[src/rtl/gt_cmp_exerciser.sv]
// Exhaustive self-test engine for a W-bit greater-than comparator: sweeps every
// (i0, i1) pair, checks gt against an internal golden model and reports results.
module gt_cmp_exerciser #(
    parameter int W          = 2,
    parameter int SETTLE_CYC = 1
) (
    input  logic             clk,
    input  logic             reset,
    input  logic             start,
    output logic [W-1:0]     i0,
    output logic [W-1:0]     i1,
    input  logic             gt,
    output logic             busy,
    output logic             done,
    output logic             pass,
    output logic [2*W:0]     err_count,
    output logic             fail_valid,
    output logic [W-1:0]     fail_i0,
    output logic [W-1:0]     fail_i1
);

    localparam int VEC_W = 2 * W;
    localparam int ERR_W = 2 * W + 1;
    localparam int CNT_W = (SETTLE_CYC > 1) ? $clog2(SETTLE_CYC) : 1;

    localparam logic [VEC_W-1:0] VEC_ZERO    = {VEC_W{1'b0}};
    localparam logic [VEC_W-1:0] VEC_ONE     = VEC_W'(1);
    localparam logic [VEC_W-1:0] VEC_ALL     = {VEC_W{1'b1}};
    localparam logic [ERR_W-1:0] ERR_ZERO    = {ERR_W{1'b0}};
    localparam logic [ERR_W-1:0] ERR_ONE     = ERR_W'(1);
    localparam logic [CNT_W-1:0] CNT_ZERO    = {CNT_W{1'b0}};
    localparam logic [CNT_W-1:0] CNT_ONE     = CNT_W'(1);
    localparam logic [CNT_W-1:0] SETTLE_LAST = CNT_W'(SETTLE_CYC - 1);
    localparam logic [W-1:0]     OP_ZERO     = {W{1'b0}};

    typedef enum logic [1:0] {
        IDLE   = 2'd0,
        SETTLE = 2'd1,
        CHECK  = 2'd2,
        DONE   = 2'd3
    } state_t;

    // Reference model: unsigned greater-than.
    function automatic logic golden_gt(input logic [W-1:0] a, input logic [W-1:0] b);
        return (a > b);
    endfunction

    state_t           state_r, state_s;
    logic [VEC_W-1:0] vec_r, vec_s;
    logic [CNT_W-1:0] cnt_r, cnt_s;
    logic             busy_r, busy_s;
    logic             done_r, done_s;
    logic             pass_r, pass_s;
    logic [ERR_W-1:0] err_r, err_s;
    logic             fail_valid_r, fail_valid_s;
    logic [W-1:0]     fail_i0_r, fail_i0_s;
    logic [W-1:0]     fail_i1_r, fail_i1_s;
    logic             mismatch_s;

    // Next-state and next-output computation for the sweep FSM.
    always_comb begin
        state_s      = state_r;
        vec_s        = vec_r;
        cnt_s        = cnt_r;
        busy_s       = busy_r;
        done_s       = done_r;
        pass_s       = pass_r;
        err_s        = err_r;
        fail_valid_s = fail_valid_r;
        fail_i0_s    = fail_i0_r;
        fail_i1_s    = fail_i1_r;
        mismatch_s   = 1'b0;

        case (state_r)
            IDLE, DONE: begin
                // A restart from DONE behaves exactly like a start from IDLE.
                if (start) begin
                    state_s      = SETTLE;
                    vec_s        = VEC_ZERO;
                    cnt_s        = CNT_ZERO;
                    busy_s       = 1'b1;
                    done_s       = 1'b0;
                    pass_s       = 1'b0;
                    err_s        = ERR_ZERO;
                    fail_valid_s = 1'b0;
                    fail_i0_s    = OP_ZERO;
                    fail_i1_s    = OP_ZERO;
                end else begin
                    state_s = state_r;
                end
            end
            SETTLE: begin
                if (cnt_r == SETTLE_LAST) begin
                    state_s = CHECK;
                    cnt_s   = CNT_ZERO;
                end else begin
                    cnt_s = cnt_r + CNT_ONE;
                end
            end
            CHECK: begin
                mismatch_s = (gt != golden_gt(vec_r[VEC_W-1:W], vec_r[W-1:0]));
                if (mismatch_s) begin
                    err_s = err_r + ERR_ONE;
                    // Only the first failing vector is recorded.
                    if (!fail_valid_r) begin
                        fail_valid_s = 1'b1;
                        fail_i0_s    = vec_r[VEC_W-1:W];
                        fail_i1_s    = vec_r[W-1:0];
                    end else begin
                        fail_valid_s = fail_valid_r;
                    end
                end else begin
                    err_s = err_r;
                end
                if (vec_r == VEC_ALL) begin
                    state_s = DONE;
                    busy_s  = 1'b0;
                    done_s  = 1'b1;
                    pass_s  = (err_s == ERR_ZERO);
                end else begin
                    state_s = SETTLE;
                    vec_s   = vec_r + VEC_ONE;
                end
            end
            default: begin
                state_s = IDLE;
                busy_s  = 1'b0;
                done_s  = 1'b0;
                pass_s  = 1'b0;
            end
        endcase
    end

    // State and result registers with synchronous reset that aborts any sweep.
    always_ff @(posedge clk) begin
        if (reset) begin
            state_r      <= IDLE;
            vec_r        <= VEC_ZERO;
            cnt_r        <= CNT_ZERO;
            busy_r       <= 1'b0;
            done_r       <= 1'b0;
            pass_r       <= 1'b0;
            err_r        <= ERR_ZERO;
            fail_valid_r <= 1'b0;
            fail_i0_r    <= OP_ZERO;
            fail_i1_r    <= OP_ZERO;
        end else begin
            state_r      <= state_s;
            vec_r        <= vec_s;
            cnt_r        <= cnt_s;
            busy_r       <= busy_s;
            done_r       <= done_s;
            pass_r       <= pass_s;
            err_r        <= err_s;
            fail_valid_r <= fail_valid_s;
            fail_i0_r    <= fail_i0_s;
            fail_i1_r    <= fail_i1_s;
        end
    end

    assign i0         = vec_r[VEC_W-1:W];
    assign i1         = vec_r[W-1:0];
    assign busy       = busy_r;
    assign done       = done_r;
    assign pass       = pass_r;
    assign err_count  = err_r;
    assign fail_valid = fail_valid_r;
    assign fail_i0    = fail_i0_r;
    assign fail_i1    = fail_i1_r;

endmodule

[config.mk]
export PLATFORM = sky130hd
export DESIGN_NAME = gt_cmp_exerciser
export DESIGN_NICKNAME = d
export VERILOG_FILES = /design/src/rtl/gt_cmp_exerciser.sv
export SDC_FILE = /design/constraint.sdc
export NUM_CORES = 1
export LEC_CHECK = 0
export CAP_MARGIN = 40
export CORE_MARGIN = 2
export CORE_UTILIZATION = 50
export CTS_BUF_LIST = sky130_fd_sc_hd__clkbuf_8
export DETAILED_ROUTE_END_ITERATION = 8
export GPL_TIMING_DRIVEN = 0
export PLACE_DENSITY = 0.83
export SLEW_MARGIN = 20
export SYNTH_ARGS = -nofsm -noshare
export SYNTH_HDL_FRONTEND = slang
export SYNTH_SLANG_ARGS = --single-unit
[constraint.sdc]
create_clock -name clk -period 2.3 [get_ports clk]
set_clock_uncertainty 0.2 [all_clocks]
set_input_delay 0.46 -clock clk [delete_from_list [all_inputs] [get_ports clk]]
set_output_delay 0.46 -clock clk [all_outputs]
set_load 0.05 [all_outputs]
==> impl_metrics.ini <==
[worst_setup_path]
crit_slowest_cell = clkdlybuf4s50_1
slowest_delay_ps = 860
arrival_ps = 1580
start_kind = flip-flop
crit_chain = clkdlybuf4s50_1
end_kind = output port
critPathMaxFanout = 7
crit_buf_inv = 1
path_class = reg2out
critPathTopFamily = buffers and inverters
crit_required_ps = 1640

[routing]
drtIter0Drc = 20
finalWirelength_um = 2700
vias = 1151
drc = 0
drtPass1Iterations = 4
drtAntennaViolNets = 0
via_per_inst = 5.93
wl_per_cell_um = 13.9

[power_and_ir_drop]
cellPowerDensity_nw_per_um2 = 867
p_leak_nw = 0.517
peakVddDrop_mv = 0.692

[floorplanning]
die_h_um = 52.6
die_w_um = 52.6
die_area_um2 = 2770
coreArea_um2 = 2230
row_count = 17
io_pins = 21
initial_core_util_pct = 52.9

[sta]
rsz0062_at_grt = no
hold_violations = 0
fmax_mhz = 446
worst_slew_pin_slew_ps = 506
finalMaxSlewViolations = 0
whs_ps = 262
period_share_pct = 97.5
relSlewSlack_pct = 66.2
setup_viol = 0
final.min_clock_period_ps = 2240

[global_route]
grt_pass1_vias = 1025
grt_max_degree = 12
grtUsageTotal_pct = 21.2
grt_pass1_wl_um = 4380
antenna_found_initial = 0
gr-total-overflow = 0

[synthesis]
ys_seq_area_share_pct = 32.2
async_flop_share_pct = 0
synth.avg_cell_area_um2 = 8.27
netlist_instances = 143
synth_edf_count = 0
syn_area_um2 = 1180
synthFlopType = dfxtp_1
ys_types = 44
synth_warnings = 0
synth_fp_nets = 154
synth-seq-cells = 19

[cells_and_area]
drive_above_1_share_pct = 16.3
final_cells = 194
area_growth_pct = 23.7
fillers = 200
diodes = 0
final_util_pct = 65.5
multiInputGateArea_um2 = 747
regArea_um2 = 385
nets = 178

[job]
drv_cap = 0

[cts]
clock_path_buffers = 2
cts_hold_buf = 0
cts_setup_buffers = 0
insertion_delay_ps = 260
ctsResizeCount = 0
cts_tree = built
h-tree-depth = 1
cts-buffers-inserted = 3
clock-sinks = 19
clk_pin_slew_ps = 70
cts-root-buf = clkbuf_8

[place]
numPlacedInstances = 190
portBuffers = 19
dpl.hpwl_um = 2000
routabilityCongestion = 0.871

[worst_hold_path]
hold_path_class = reg2reg

[outcome]
status = finished clean
==> metrics by stage <==
| step | instance area (µm²) | setup slack (ps) | setup TNS [ps] | total power [W] |
|---|---|---|---|---|
| after global routing | 1460 | 15.9 | 0 | 0.00135 |
| after global placement | 1410 | -46.8 | -178 | 0.000997 |
| after detailed placement | 1410 | -90.0 | -337 | 0.00102 |
| after floorplan | 1190 | 139 | 0 | 0.000874 |
| final | 1460 | 57.3 | 0 | 0.00127 |
| after CTS | 1460 | 60.3 | 0 | 0.00125 |
==> per-layer routing <==
metal  vias up  global-route usage, %  wire [µm]
met5         -                      0          0
met4         0                   9.83         51
met3         7                   2.86        158
met2        42                   35.6       1290
met1       535                   26.7       1200
li1        567                      -          -
==> power breakdown <==
| part | switching, W | total, W | leakage (nW) | internal [W] |
|---|---|---|---|---|
| clock | 0.000116 | 0.000237 | 0.0255 | 0.000121 |
| sequential | 0.0000293 | 0.000390 | 0.156 | 0.000361 |
| combinational | 0.000417 | 0.000642 | 0.335 | 0.000225 |
==> cell type report <==
class                           count  area share [%]
Multi-Input combinational cell    110            51.1
Sequential cell                    19            26.3
Timing Repair Buffer               19            13.0
Clock buffer                        3            2.82
Tap cell                           28            2.40
Buffer                              7            2.22
Inverter                            7            1.80
Clock inverter                      1           0.342
==> cell usage after synthesis, drive strengths merged (3+ instances only) <==
cell / instances / area share (%)
a211oi: 6 / 3.8
a21o: 3 / 2.6
a21oi: 10 / 4.9
and3: 3 / 1.8
clkbuf: 6 / 2.1
dfxtp: 19 / 32
ha: 7 / 7.4
inv: 7 / 2.2
nand2: 14 / 4.4
nand3: 6 / 2.5
nor2: 12 / 3.8
nor2b: 3 / 1.8
nor3: 6 / 3.0
o21ai: 12 / 6.3
o2bb2ai: 4 / 3.0
==> state kept, by name, indices dropped and copies added, names as in the netlist <==
| signal | flops |
|---|---|
| vec_r | 4 |
| done | 1 |
| fail_i1 | 2 |
| busy | 1 |
| state_r | 2 |
| pass | 1 |
| err_count | 5 |
| fail_valid | 1 |
| fail_i0 | 2 |
==> cells by family after synthesis <==
group,Yosys count,synth area share (%)
mux,2,1.69
fa+ha+maj,7,7.41
simple gates,54,23.3
compound gates,45,29.0
flops,19,32.2
buf+inv,14,4.97
xor+xnor,2,1.48
==> placed cells by master, fill, tap and decap left out, types with 2 or more instances in the layout <==
master           count
a21oi_2              3
nor2b_1              2
nand2_1             14
clkdlybuf4s50_1     19
dfxtp_2              4
clkbuf_2             2
and3_2               2
clkbuf_1             4
nand2b_1             2
ha_1                 7
o2bb2ai_1            4
nand3_1              6
nor2_1              12
nand4_1              2
clkbuf_8             3
nor4_1               2
a211oi_1             6
nor3_1               5
inv_1                7
dfxtp_1             15
mux2i_1              2
o21ai_0             10
xnor2_1              2
a21oi_1              7
==> path summary, 6_finish.rpt <==
kind,cells past startpoint,slack (ps),startpoint,end
worst max-delay path,1,60,err_count[3],err_count[3]
worst min-delay path,2,260,fail_i0[0],fail_i0[0]
worst max register to register,7,120,vec_r[2],err_count[1]
worst min register to register,2,260,fail_i0[0],fail_i0[0]
(Power assumes the default switching activity.)
